[config.mk]
export PLATFORM = sky130hd
export DESIGN_NAME = conv_window_rd_seq_flat
export DESIGN_NICKNAME = d
export VERILOG_FILES = /design/src/rtl/conv_window_rd_seq_pkg.sv /design/src/rtl/conv_window_rd_seq_if.sv /design/src/rtl/conv_window_rd_seq_fifo.sv /design/src/rtl/conv_window_rd_seq.sv /design/src/flat_wrapper.sv
export SDC_FILE = /design/constraint.sdc
export NUM_CORES = 1
export LEC_CHECK = 0
export ABC_AREA = 1
export CAP_MARGIN = 20
export CORE_MARGIN = 2
export CORE_UTILIZATION = 50
export CTS_BUF_LIST = sky130_fd_sc_hd__clkbuf_16
export DETAILED_ROUTE_END_ITERATION = 10
export PLACE_DENSITY = 0.87
export SKIP_CTS_REPAIR_TIMING = 1
export SYNTH_ARGS = -nofsm -noshare
export SYNTH_HDL_FRONTEND = slang
export SYNTH_HIERARCHICAL = 1
export SYNTH_SLANG_ARGS = --single-unit
[constraint.sdc]
create_clock -name clk -period 4.3 [get_ports clk]
set_input_delay 0.86 -clock clk [delete_from_list [all_inputs] [get_ports clk]]
set_output_delay 0.86 -clock clk [all_outputs]
set_load 0.02 [all_outputs]
[src/rtl/conv_window_rd_seq_pkg.sv]
// Shared FSM state type and window address helper
// for the convolution window read sequencer.
package cnn_seq_pkg;

   typedef enum logic [1:0] {
      ST_IDLE,
      ST_RUN,
      ST_DRAIN,
      ST_DONE
   } state_e;

   // Address of element (i,j) of window (r,c); caller truncates.
   function automatic logic [31:0] win_addr(
      input logic [31:0] base,
      input logic [31:0] r,
      input logic [31:0] c,
      input logic [31:0] i,
      input logic [31:0] j,
      input logic [31:0] img = 32'd5
   );
      return base + (r + i) * img + c + j;
   endfunction

endpackage

[src/rtl/conv_window_rd_seq_if.sv]
// Memory address/data channels and the forwarded
// output channel of the window read sequencer.
interface conv_window_rd_seq_if #(
   parameter int AW = 8,
   parameter int DW = 8
);
   logic          addr_valid;
   logic          addr_ready;
   logic [AW-1:0] addr;
   logic          rdata_valid;
   logic          rdata_ready;
   logic [DW-1:0] rdata;
   logic          out_valid;
   logic          out_ready;
   logic [DW-1:0] out_data;
   logic          out_last;
   logic [7:0]    out_win_idx;

   modport master (
      output addr_valid, addr,
      input  addr_ready,
      input  rdata_valid, rdata,
      output rdata_ready,
      output out_valid, out_data,
      output out_last, out_win_idx,
      input  out_ready
   );

   modport slave (
      input  addr_valid, addr,
      output addr_ready,
      output rdata_valid, rdata,
      input  rdata_ready,
      input  out_valid, out_data,
      input  out_last, out_win_idx,
      output out_ready
   );
endinterface

[src/rtl/conv_window_rd_seq_fifo.sv]
// Small synchronous FIFO holding returned read data
// until the downstream stage accepts it.
module sync_fifo #(
   parameter int DW    = 8,
   parameter int DEPTH = 4
) (
   input  logic                       clk,
   input  logic                       rst,
   input  logic                       i_push,
   input  logic [DW-1:0]              i_data,
   input  logic                       i_pop,
   output logic [DW-1:0]              o_data,
   output logic                       o_full,
   output logic                       o_empty,
   output logic [$clog2(DEPTH+1)-1:0] o_count
);
   localparam int PW = (DEPTH > 1) ? $clog2(DEPTH) : 1;
   localparam int CW = $clog2(DEPTH+1);

   logic [DW-1:0] r_mem [DEPTH];
   logic [PW-1:0] r_wptr;
   logic [PW-1:0] r_rptr;
   logic [CW-1:0] r_count;
   logic          w_push;
   logic          w_pop;

   function automatic logic [PW-1:0] nxt(
      input logic [PW-1:0] p
   );
      return (p == PW'(DEPTH-1)) ? '0 : p + 1'b1;
   endfunction

   assign o_full  = (r_count == CW'(DEPTH));
   assign o_empty = (r_count == '0);
   assign o_count = r_count;
   assign o_data  = r_mem[r_rptr];
   assign w_push  = i_push & ~o_full;
   assign w_pop   = i_pop & ~o_empty;

   always_ff @(posedge clk) begin
      if (rst) begin
         r_wptr  <= '0;
         r_rptr  <= '0;
         r_count <= '0;
      end else begin
         if (w_push) r_wptr <= nxt(r_wptr);
         if (w_pop)  r_rptr <= nxt(r_rptr);
         r_count <= r_count + CW'(w_push)
                            - CW'(w_pop);
      end
   end

   always_ff @(posedge clk) begin
      if (w_push) r_mem[r_wptr] <= i_data;
   end

endmodule

[src/rtl/conv_window_rd_seq.sv]
// Issues KxK stride-1 window reads over an IMGxIMG ifmap and
// forwards the returned words tagged with window index/last.
module conv_window_rd_seq
   import cnn_seq_pkg::*;
#(
   parameter int IMG   = 5,
   parameter int K     = 3,
   parameter int AW    = 8,
   parameter int DW    = 8,
   parameter int OUTST = 4
) (
   input  logic                 clk,
   input  logic                 rst,
   input  logic                 i_start,
   input  logic [AW-1:0]        i_base_addr,
   output logic                 o_busy,
   output logic                 o_done,
   conv_window_rd_seq_if.master bus
);
   localparam int OUT = IMG - K + 1;
   localparam int KK  = K * K;
   localparam int NW  = OUT * OUT;
   localparam int CW  = $clog2(IMG+1);
   localparam int EW  = $clog2(KK+1);
   localparam int OW  = $clog2(OUTST+1);

   state_e        r_state;
   state_e        w_next;
   logic [AW-1:0] r_base;
   logic [CW-1:0] r_r;
   logic [CW-1:0] r_c;
   logic [CW-1:0] r_i;
   logic [CW-1:0] r_j;
   logic [EW-1:0] r_elem;
   logic [7:0]    r_win;
   logic [OW-1:0] r_outst;

   logic          w_afire;
   logic          w_rfire;
   logic          w_ofire;
   logic          w_last_addr;
   logic          w_start_acc;
   logic          w_full;
   logic          w_empty;
   logic [DW-1:0] w_head;
   logic [OW-1:0] w_cnt;

   assign w_start_acc = i_start & (r_state == ST_IDLE);
   assign w_afire = bus.addr_valid & bus.addr_ready;
   assign w_rfire = bus.rdata_valid & bus.rdata_ready;
   assign w_ofire = bus.out_valid & bus.out_ready;
   assign w_last_addr = (r_r == CW'(OUT-1)) &&
                        (r_c == CW'(OUT-1)) &&
                        (r_i == CW'(K-1)) &&
                        (r_j == CW'(K-1));

   // Credit covers both in-flight reads and FIFO entries.
   assign bus.addr_valid = (r_state == ST_RUN) &&
                           (r_outst < OW'(OUTST));
   assign bus.addr = AW'(win_addr(32'(r_base),
                                  32'(r_r), 32'(r_c),
                                  32'(r_i), 32'(r_j),
                                  32'(IMG)));
   assign bus.rdata_ready = o_busy & ~w_full;
   assign bus.out_valid   = ~w_empty;
   assign bus.out_data    = w_empty ? '0 : w_head;
   assign bus.out_last    = ~w_empty &&
                            (r_elem == EW'(KK-1));
   assign bus.out_win_idx = r_win;

   always_comb begin
      w_next = r_state;
      o_busy = 1'b0;
      o_done = 1'b0;
      unique case (r_state)
         ST_IDLE: begin
            if (i_start) w_next = ST_RUN;
         end
         ST_RUN: begin
            o_busy = 1'b1;
            if (w_afire && w_last_addr)
               w_next = ST_DRAIN;
         end
         ST_DRAIN: begin
            o_busy = 1'b1;
            if (w_cnt == '0 && r_outst == '0)
               w_next = ST_DONE;
         end
         ST_DONE: begin
            o_busy = 1'b1;
            o_done = 1'b1;
            w_next = ST_IDLE;
         end
         default: w_next = ST_IDLE;
      endcase
   end

   always_ff @(posedge clk) begin
      if (rst) begin
         r_state <= ST_IDLE;
         r_base  <= '0;
         r_r     <= '0;
         r_c     <= '0;
         r_i     <= '0;
         r_j     <= '0;
         r_elem  <= '0;
         r_win   <= '0;
         r_outst <= '0;
      end else begin
         r_state <= w_next;
         if (w_start_acc) r_base <= i_base_addr;
         if (w_afire) begin
            if (r_j != CW'(K-1)) begin
               r_j <= r_j + 1'b1;
            end else begin
               r_j <= '0;
               if (r_i != CW'(K-1)) begin
                  r_i <= r_i + 1'b1;
               end else begin
                  r_i <= '0;
                  if (r_c != CW'(OUT-1)) begin
                     r_c <= r_c + 1'b1;
                  end else begin
                     r_c <= '0;
                     r_r <= (r_r != CW'(OUT-1)) ?
                            r_r + 1'b1 : '0;
                  end
               end
            end
         end
         if (w_ofire) begin
            if (r_elem != EW'(KK-1)) begin
               r_elem <= r_elem + 1'b1;
            end else begin
               r_elem <= '0;
               r_win  <= (r_win == 8'(NW-1)) ?
                         '0 : r_win + 1'b1;
            end
         end
         r_outst <= r_outst + OW'(w_afire)
                            - OW'(w_ofire);
      end
   end

   sync_fifo #(
      .DW    (DW),
      .DEPTH (OUTST)
   ) u_fifo (
      .clk     (clk),
      .rst     (rst),
      .i_push  (w_rfire),
      .i_data  (bus.rdata),
      .i_pop   (w_ofire),
      .o_data  (w_head),
      .o_full  (w_full),
      .o_empty (w_empty),
      .o_count (w_cnt)
   );

endmodule

[src/flat_wrapper.sv]
// flat-port wrapper written by rule: the top's interface ports become plain ports
module conv_window_rd_seq_flat import cnn_seq_pkg::*;
#(
   parameter int IMG   = 5,
   parameter int K     = 3,
   parameter int AW    = 8,
   parameter int DW    = 8,
   parameter int OUTST = 4
)
  (clk, rst, i_start, i_base_addr, o_busy, o_done, bus_addr_valid, bus_addr, bus_addr_ready, bus_rdata_valid, bus_rdata, bus_rdata_ready, bus_out_valid, bus_out_data, bus_out_last, bus_out_win_idx, bus_out_ready);
  conv_window_rd_seq_if #(.AW(AW), .DW(DW)) bus_i ();
  input  logic clk;
  input  logic rst;
  input  logic i_start;
  input  logic [AW-1:0] i_base_addr;
  output logic o_busy;
  output logic o_done;
  output wire logic [$bits(bus_i.addr_valid)-1:0] bus_addr_valid;
  output wire logic [$bits(bus_i.addr)-1:0] bus_addr;
  input wire logic [$bits(bus_i.addr_ready)-1:0] bus_addr_ready;
  input wire logic [$bits(bus_i.rdata_valid)-1:0] bus_rdata_valid;
  input wire logic [$bits(bus_i.rdata)-1:0] bus_rdata;
  output wire logic [$bits(bus_i.rdata_ready)-1:0] bus_rdata_ready;
  output wire logic [$bits(bus_i.out_valid)-1:0] bus_out_valid;
  output wire logic [$bits(bus_i.out_data)-1:0] bus_out_data;
  output wire logic [$bits(bus_i.out_last)-1:0] bus_out_last;
  output wire logic [$bits(bus_i.out_win_idx)-1:0] bus_out_win_idx;
  input wire logic [$bits(bus_i.out_ready)-1:0] bus_out_ready;
  assign bus_addr_valid = bus_i.addr_valid;
  assign bus_addr = bus_i.addr;
  assign bus_i.addr_ready = bus_addr_ready;
  assign bus_i.rdata_valid = bus_rdata_valid;
  assign bus_i.rdata = bus_rdata;
  assign bus_rdata_ready = bus_i.rdata_ready;
  assign bus_out_valid = bus_i.out_valid;
  assign bus_out_data = bus_i.out_data;
  assign bus_out_last = bus_i.out_last;
  assign bus_out_win_idx = bus_i.out_win_idx;
  assign bus_i.out_ready = bus_out_ready;
  conv_window_rd_seq #(.IMG(IMG), .K(K), .AW(AW), .DW(DW), .OUTST(OUTST)) u_core (.clk(clk), .rst(rst), .i_start(i_start), .i_base_addr(i_base_addr), .o_busy(o_busy), .o_done(o_done), .bus(bus_i));
endmodule
Word-level counts from Yosys, hierarchy flattened
Memories as Yosys holds them, arrays and structs flattened. A register that Yosys moved wholly into a read port is not among the register bits.
Cells that the tools add are included.
Word-level totals
  bits in registers: 44
  latch bits: 0
  memory bits (writable): 32
  memory bits (read-only): 0
  input port bits: 22
  word-level logic and storage cells: 99
  memories: 1
Memories
  u_core.u_fifo.r_mem: depth 4, bits a word 8, read ports 1, clocked after memory_dff 1, write ports 1, line conv_window_rd_seq_fifo.sv:20  | logic [DW-1:0] r_mem [DEPTH];
Cells by class
  add/sub/neg operators: 16
  multipliers: 1
  divide/modulo/power cells: 0
  $lt $le $gt $ge: 1
  eq/ne operators: 20
  shift operators: 0
  muxes and demuxes: 19
  bitwise gates (word level): 13
  reductions and logical operators: 16
Operators by type and width (count)
  32-bit by 3-bit multiplier with 8-bit output (second input constant): 1
  8-bit by 3-bit adder with 8-bit output: 2
  8-bit 2-to-1 mux: 2
  2-bit 2-to-1 mux: 7
  3-bit by 1-bit adder with 3-bit output (second input constant): 4
  3-bit by 2-bit == test with 1-bit output (second input constant): 4
  3-bit 2-to-1 mux: 4
  3-bit by 2-bit != test with 1-bit output (second input constant): 4
  8-bit by 1-bit adder with 8-bit output (second input constant): 1
  8-bit adder: 1
  2-bit == test (second input constant): 4
  8-bit by 4-bit == test with 1-bit output (second input constant): 1
  2-bit one-hot mux with 4 select lines: 1
  1-bit AND: 7
  1-bit logical AND: 7
  3-bit by 1-bit adder with 3-bit output: 2
  3-bit logical NOT: 2
  1-bit inverter: 6
  3-bit AND reduction: 2
  3-bit by 1-bit subtractor with 3-bit output: 2
  2-bit by 1-bit adder with 2-bit output (second input constant): 2
  3-bit by 3-bit adder with 4-bit output: 1
  4-bit by 1-bit adder with 4-bit output (second input constant): 1
  4-bit == test (second input constant): 1
  other kinds (12): 17

Longest topological paths before layout
  word-level depth: 8
  depth in mapped cells: 16

By module
Netlist, hierarchy kept.
Modules (own cells, without submodules)
  conv_window_rd_seq: times used 1, cells an instance 345, area each 2607.5 µm², seq. area each 740.7 µm²
  sync_fifo: times used 1, cells an instance 143, area each 1697.9 µm², seq. area each 1141.1 µm²

Worst setup path before layout
OpenSTA, ideal clock, no wires.
  path type: flip-flop to output port
  start point: register u_core.r_r[0]
  end point: output port bus_addr[6]
  data arrival time: 3472 ps
  data required time: 3440 ps
  path slack: -32 ps
  cell stages (with the launch flop): 12
  cell sequence: dfxtp_1 > ha_1 > inv_1 > fa_1 > inv_1 > ha_1 > inv_1 > fa_1 > fa_1 > fa_1 > o21ai_0 > xor2_1
On the way
  longest elaborated chain between the ends: 5
Ends and longest elaborated chain
  start: declaration: line conv_window_rd_seq.sv:30  | logic [CW-1:0] r_r;
  start signal: assignment: line conv_window_rd_seq.sv:125  | r_r <= (r_r != CW'(OUT-1)) ?
  3-bit by 3-bit adder with 4-bit output: line conv_window_rd_seq_pkg.sv:21  | return base + (r + i) * img + c + j;
  32-bit by 3-bit multiplier with 8-bit output: line conv_window_rd_seq_pkg.sv:21
  8-bit adder: line conv_window_rd_seq_pkg.sv:21
  8-bit by 3-bit adder with 8-bit output (2 in a row): line conv_window_rd_seq_pkg.sv:21
  end: declaration: line flat_wrapper.sv:19  | output wire logic [$bits(bus_i.addr)-1:0] bus_addr;
No other way between the ends.

Worst setup path after layout
  start point: register u_core.r_i[0]
  end point: output port bus_addr[7]
On the way
  longest elaborated chain between the ends: 5
Ends and longest elaborated chain
  start: declaration: line conv_window_rd_seq.sv:32  | logic [CW-1:0] r_i;
  start signal: assignment: line conv_window_rd_seq.sv:118  | r_i <= r_i + 1'b1;
  3-bit by 3-bit adder with 4-bit output: line conv_window_rd_seq_pkg.sv:21
  32-bit by 3-bit multiplier with 8-bit output: line conv_window_rd_seq_pkg.sv:21
  8-bit adder: line conv_window_rd_seq_pkg.sv:21
  8-bit by 3-bit adder with 8-bit output (2 in a row): line conv_window_rd_seq_pkg.sv:21
No other way between the ends.

==> flow_summary_export.csv <==
group,metric,value,unit
setup_path,worstPathRequired,3440,ps
floorplan,die_x,96.8,um
grt,grt_first_pass_wirelength,15000,um
power_and_ir_drop,p_switching,0.997,mW
logic_synthesis,ys_seq_area_share,43.7,%
clocking,clockBufferDepth,2,
logic_synthesis,synth_common_cells,"inv_1 (93), nor2_1 (80), dfxtp_1 (46), nand2_1 (41), ha_1 (35)",
routing,wl_per_cell,13.8,um
power_and_ir_drop,irDropWorstVdd,0.000241,V
setup_path,cp-end-kind,"output pin",
setup_path,crit_type,"register to output pin",
placed_design,portBuffers,51,
logic_synthesis,synth_area_leader_cell,"edfxtp_1",
placed_design,placed_cells,649,
sta,hold_ws,496,ps
power_and_ir_drop,p_per_area,501,nW/um^2
logic_synthesis,synth_edf_count,32,
routing,via_per_inst,5.11,
sta,drv_slew,0,
logic_synthesis,synth_ff_type,"dfxtp_1",
logic_synthesis,yosys_warnings,6,
setup_path,path_max_fanout,2,
grt,grt_usage,19.8,%
clocking,cts_buffers,9,
setup_path,cp_common_cell,"inv_2",
clocking,cts_tree,"yes",
final_layout,n_fill_cell,606,
grt,grt_pass1_vias,3408,
logic_synthesis,syn_inst,488,
grt,grt_max_degree,22,
routing,first_pass_iters,4,
final_layout,nets,625,
power_and_ir_drop,power_frac_comb,38.5,%
status,violations,"negative setup slack",
power_and_ir_drop,seqPwrFrac,36.1,%
logic_synthesis,ys_async_sr_fraction,0,%
sta,slew_headroom,48.1,%
final_layout,drive_gt1_share,14.1,%
logic_synthesis,synth_area,4310,sq um
clocking,root_buffer,"clkbuf_16",
floorplan,ios,52,
logic_synthesis,yosysMostFrequentCell,"inv_1",
setup_path,max_stage_delay,580,ps
run,max_cap_violations,0,
final_layout,areaGrowthSynthToFinish,24.4,%
logic_synthesis,synth_nets,557,
sta,setup-tns-final,-759,ps
setup_path,cp_slowest_cell,"fa_2",
sta,timing.fmax,0.222,GHz
routing,postRouteAntennaNets,0,
floorplan,die_y,96.8,um
sta,final-hold-violation-count,0,
routing,drt_wl_total,9210,um
power_and_ir_drop,power_switching_share,37.2,%
setup_path,path_cells,"ha_4, inv_2, fa_2, inv_2, ha_4, inv_2, fa_1, fa_2, inv_2, ha_4, a21o_1, nand2_1, nand3_2, xnor2_2, buf_4",
sta,setup_violations,5,
setup_path,crit_arrival,3640,ps
logic_synthesis,synth-seq-cells,78,
setup_path,critPathLaunchType,"register",
logic_synthesis,yosysUniqueCellTypes,39,
grt,antenna_found_initial,0,
power_and_ir_drop,power_frac_clock,25.4,%
floorplan,dieArea,9370,sq um
routing,first_iter_violations,205,
final_layout,fin_cells,666,
placed_design,place.gp.congestion,0.828,
logic_synthesis,synth_top_area_share,22.3,%
sta,skew,6.16,ps
routing,vias,3404,
clocking,cts_num_sinks,78,
logic_synthesis,avgSynthCellArea,8.82,sq um
sta,tightestPinTransition,776,ps
setup_path,crit_buf_inv,5,
floorplan,rows,33,
floorplan,initial_core_util,51.9,%
placed_design,dp_hpwl,6470,um
sta,rsz0062_at_grt,"yes",
hold_path,hold_path.class,"register to register",
grt,overflow,0,
final_layout,diodes,0,
clocking,insertion_delay,340,ps
status,status,"finished, violations left",
power_and_ir_drop,intPower,1.69,mW
logic_synthesis,synth_area_leaders,"edfxtp_1 (22%), dfxtp_1 (21%), ha_1 (10%)",
setup_path,reg2reg_slack,1710,ps
floorplan,core,8300,sq um
power_and_ir_drop,power.total,2.68,mW
sta,period_minus_slack,4500,ps
sta,worst_slack,-199,ps
routing,drt_drc_violations_left,0,
clocking,clk_pin_slew,60,ps
clocking,h-tree-depth,3,
sta,period_share,105,%
setup_path,cpLargestDelayFamily,"adder cells",
power_and_ir_drop,p_leak,2.30,nW
-- worst register-to-register path, delay by kind of cell, from the launching register on --
family                     cells  cell delay (ps)
and+or+nand+nor                5              530
buffers and inverters          6              700
adders and majority gates      3              890
DFF                            1              340
-- flip-flops by register name (all words and copies together), names as in the netlist, 4 cells and up, named ones only --
| signal | flops |
|---|---|
| u_core/u_fifo/r_mem | 32 |
| u_core/r_elem | 4 |
| u_core/bus.out_win_idx | 8 |
| u_core/r_base | 8 |
-- cell usage in the layout, fill, tap and decap left out, types with 2 or more instances in the layout --
cell,n
nand4_1,2
clkdlybuf4s50_1,45
dfxtp_1,44
xor2_1,6
nand2_2,2
a21oi_1,26
inv_2,10
o22ai_1,8
xnor2_2,3
xnor2_1,4
inv_1,87
clkinv_1,2
nor2_1,80
ha_1,30
o21ai_2,5
nor2_2,3
clkbuf_16,9
dfxtp_2,2
fa_1,9
fa_2,3
edfxtp_1,32
a211oi_1,2
o21ai_0,31
nand3_1,17
nand3_2,4
nor3_1,7
o21ai_1,3
buf_4,17
inv_8,2
ha_4,4
nand3b_1,2
nand2_1,41
-- metrics by stage --
step	util, %	area [sq um]	worst slack, ps
final	64.5	5360	-199
after CTS	63.3	5260	-824
after global routing	64.5	5360	-317
after floorplan	-	4310	10.9
after global placement	60.1	4990	-341
after detailed placement	60.1	4990	-424
-- worst paths after layout --
path / startpoint / endpoint / cells past startpoint
worst min-delay path: u_core/r_elem[1]$_SDFFE_PP0P_ / u_core/r_elem[1]$_SDFFE_PP0P_ / 2
worst min register to register: u_core/r_elem[1]$_SDFFE_PP0P_ / u_core/r_elem[1]$_SDFFE_PP0P_ / 2
worst max register to register: u_core/u_fifo/o_count[1]$_SDFF_PP0_ / u_core/u_fifo/o_count[1]$_SDFF_PP0_ / 14
worst max-delay path: u_core/r_i[0]$_SDFFE_PP0P_ / bus_addr[7] / 15
-- area by class of cell --
type | count | area, sq um | share of cell area, %
Inverter | 99 | 389 | 7.26
Timing Repair Buffer | 64 | 602 | 11.2
Clock buffer | 9 | 225 | 4.20
Sequential cell | 78 | 1880 | 35.2
Multi-Input combinational cell | 304 | 2080 | 38.9
Clock inverter | 7 | 41.3 | 0.771
Tap cell | 105 | 131 | 2.45
-- power by group through the flow --
stage	registers [mW]	clock network, mW	logic [mW]
finish	0.969	0.681	1.03
global route	0.981	0.726	1.16
CTS	0.967	0.690	1.03
detailed placement	0.980	0	1.02
global placement	0.974	0	0.980
floorplan	0.956	0	0.720
-- metal layers --
metal | vias up | share of wire (%) | GRT usage [%]
met5 | - | 0 | 0
met4 | 0 | 2.4 | 8.78
met3 | 21 | 4.2 | 5.92
met2 | 85 | 53 | 35.3
met1 | 1596 | 40 | 21.6
li1 | 1702 | - | -
-- kinds of logic (layout without fill, tap and decap cells) --
| group | count (synthesis) | after routing | share of synthesized area [%] |
|---|---|---|---|
| fa+ha+maj | 47 | 47 | 15.8 |
| xor+xnor | 13 | 13 | 2.64 |
| buf+inv | 106 | 179 | 10.2 |
| compound gates | 77 | 77 | 9.74 |
| simple gates | 167 | 167 | 18.0 |
| flops | 78 | 78 | 43.7 |
Note: power is estimated with default switching activity, not from simulation.
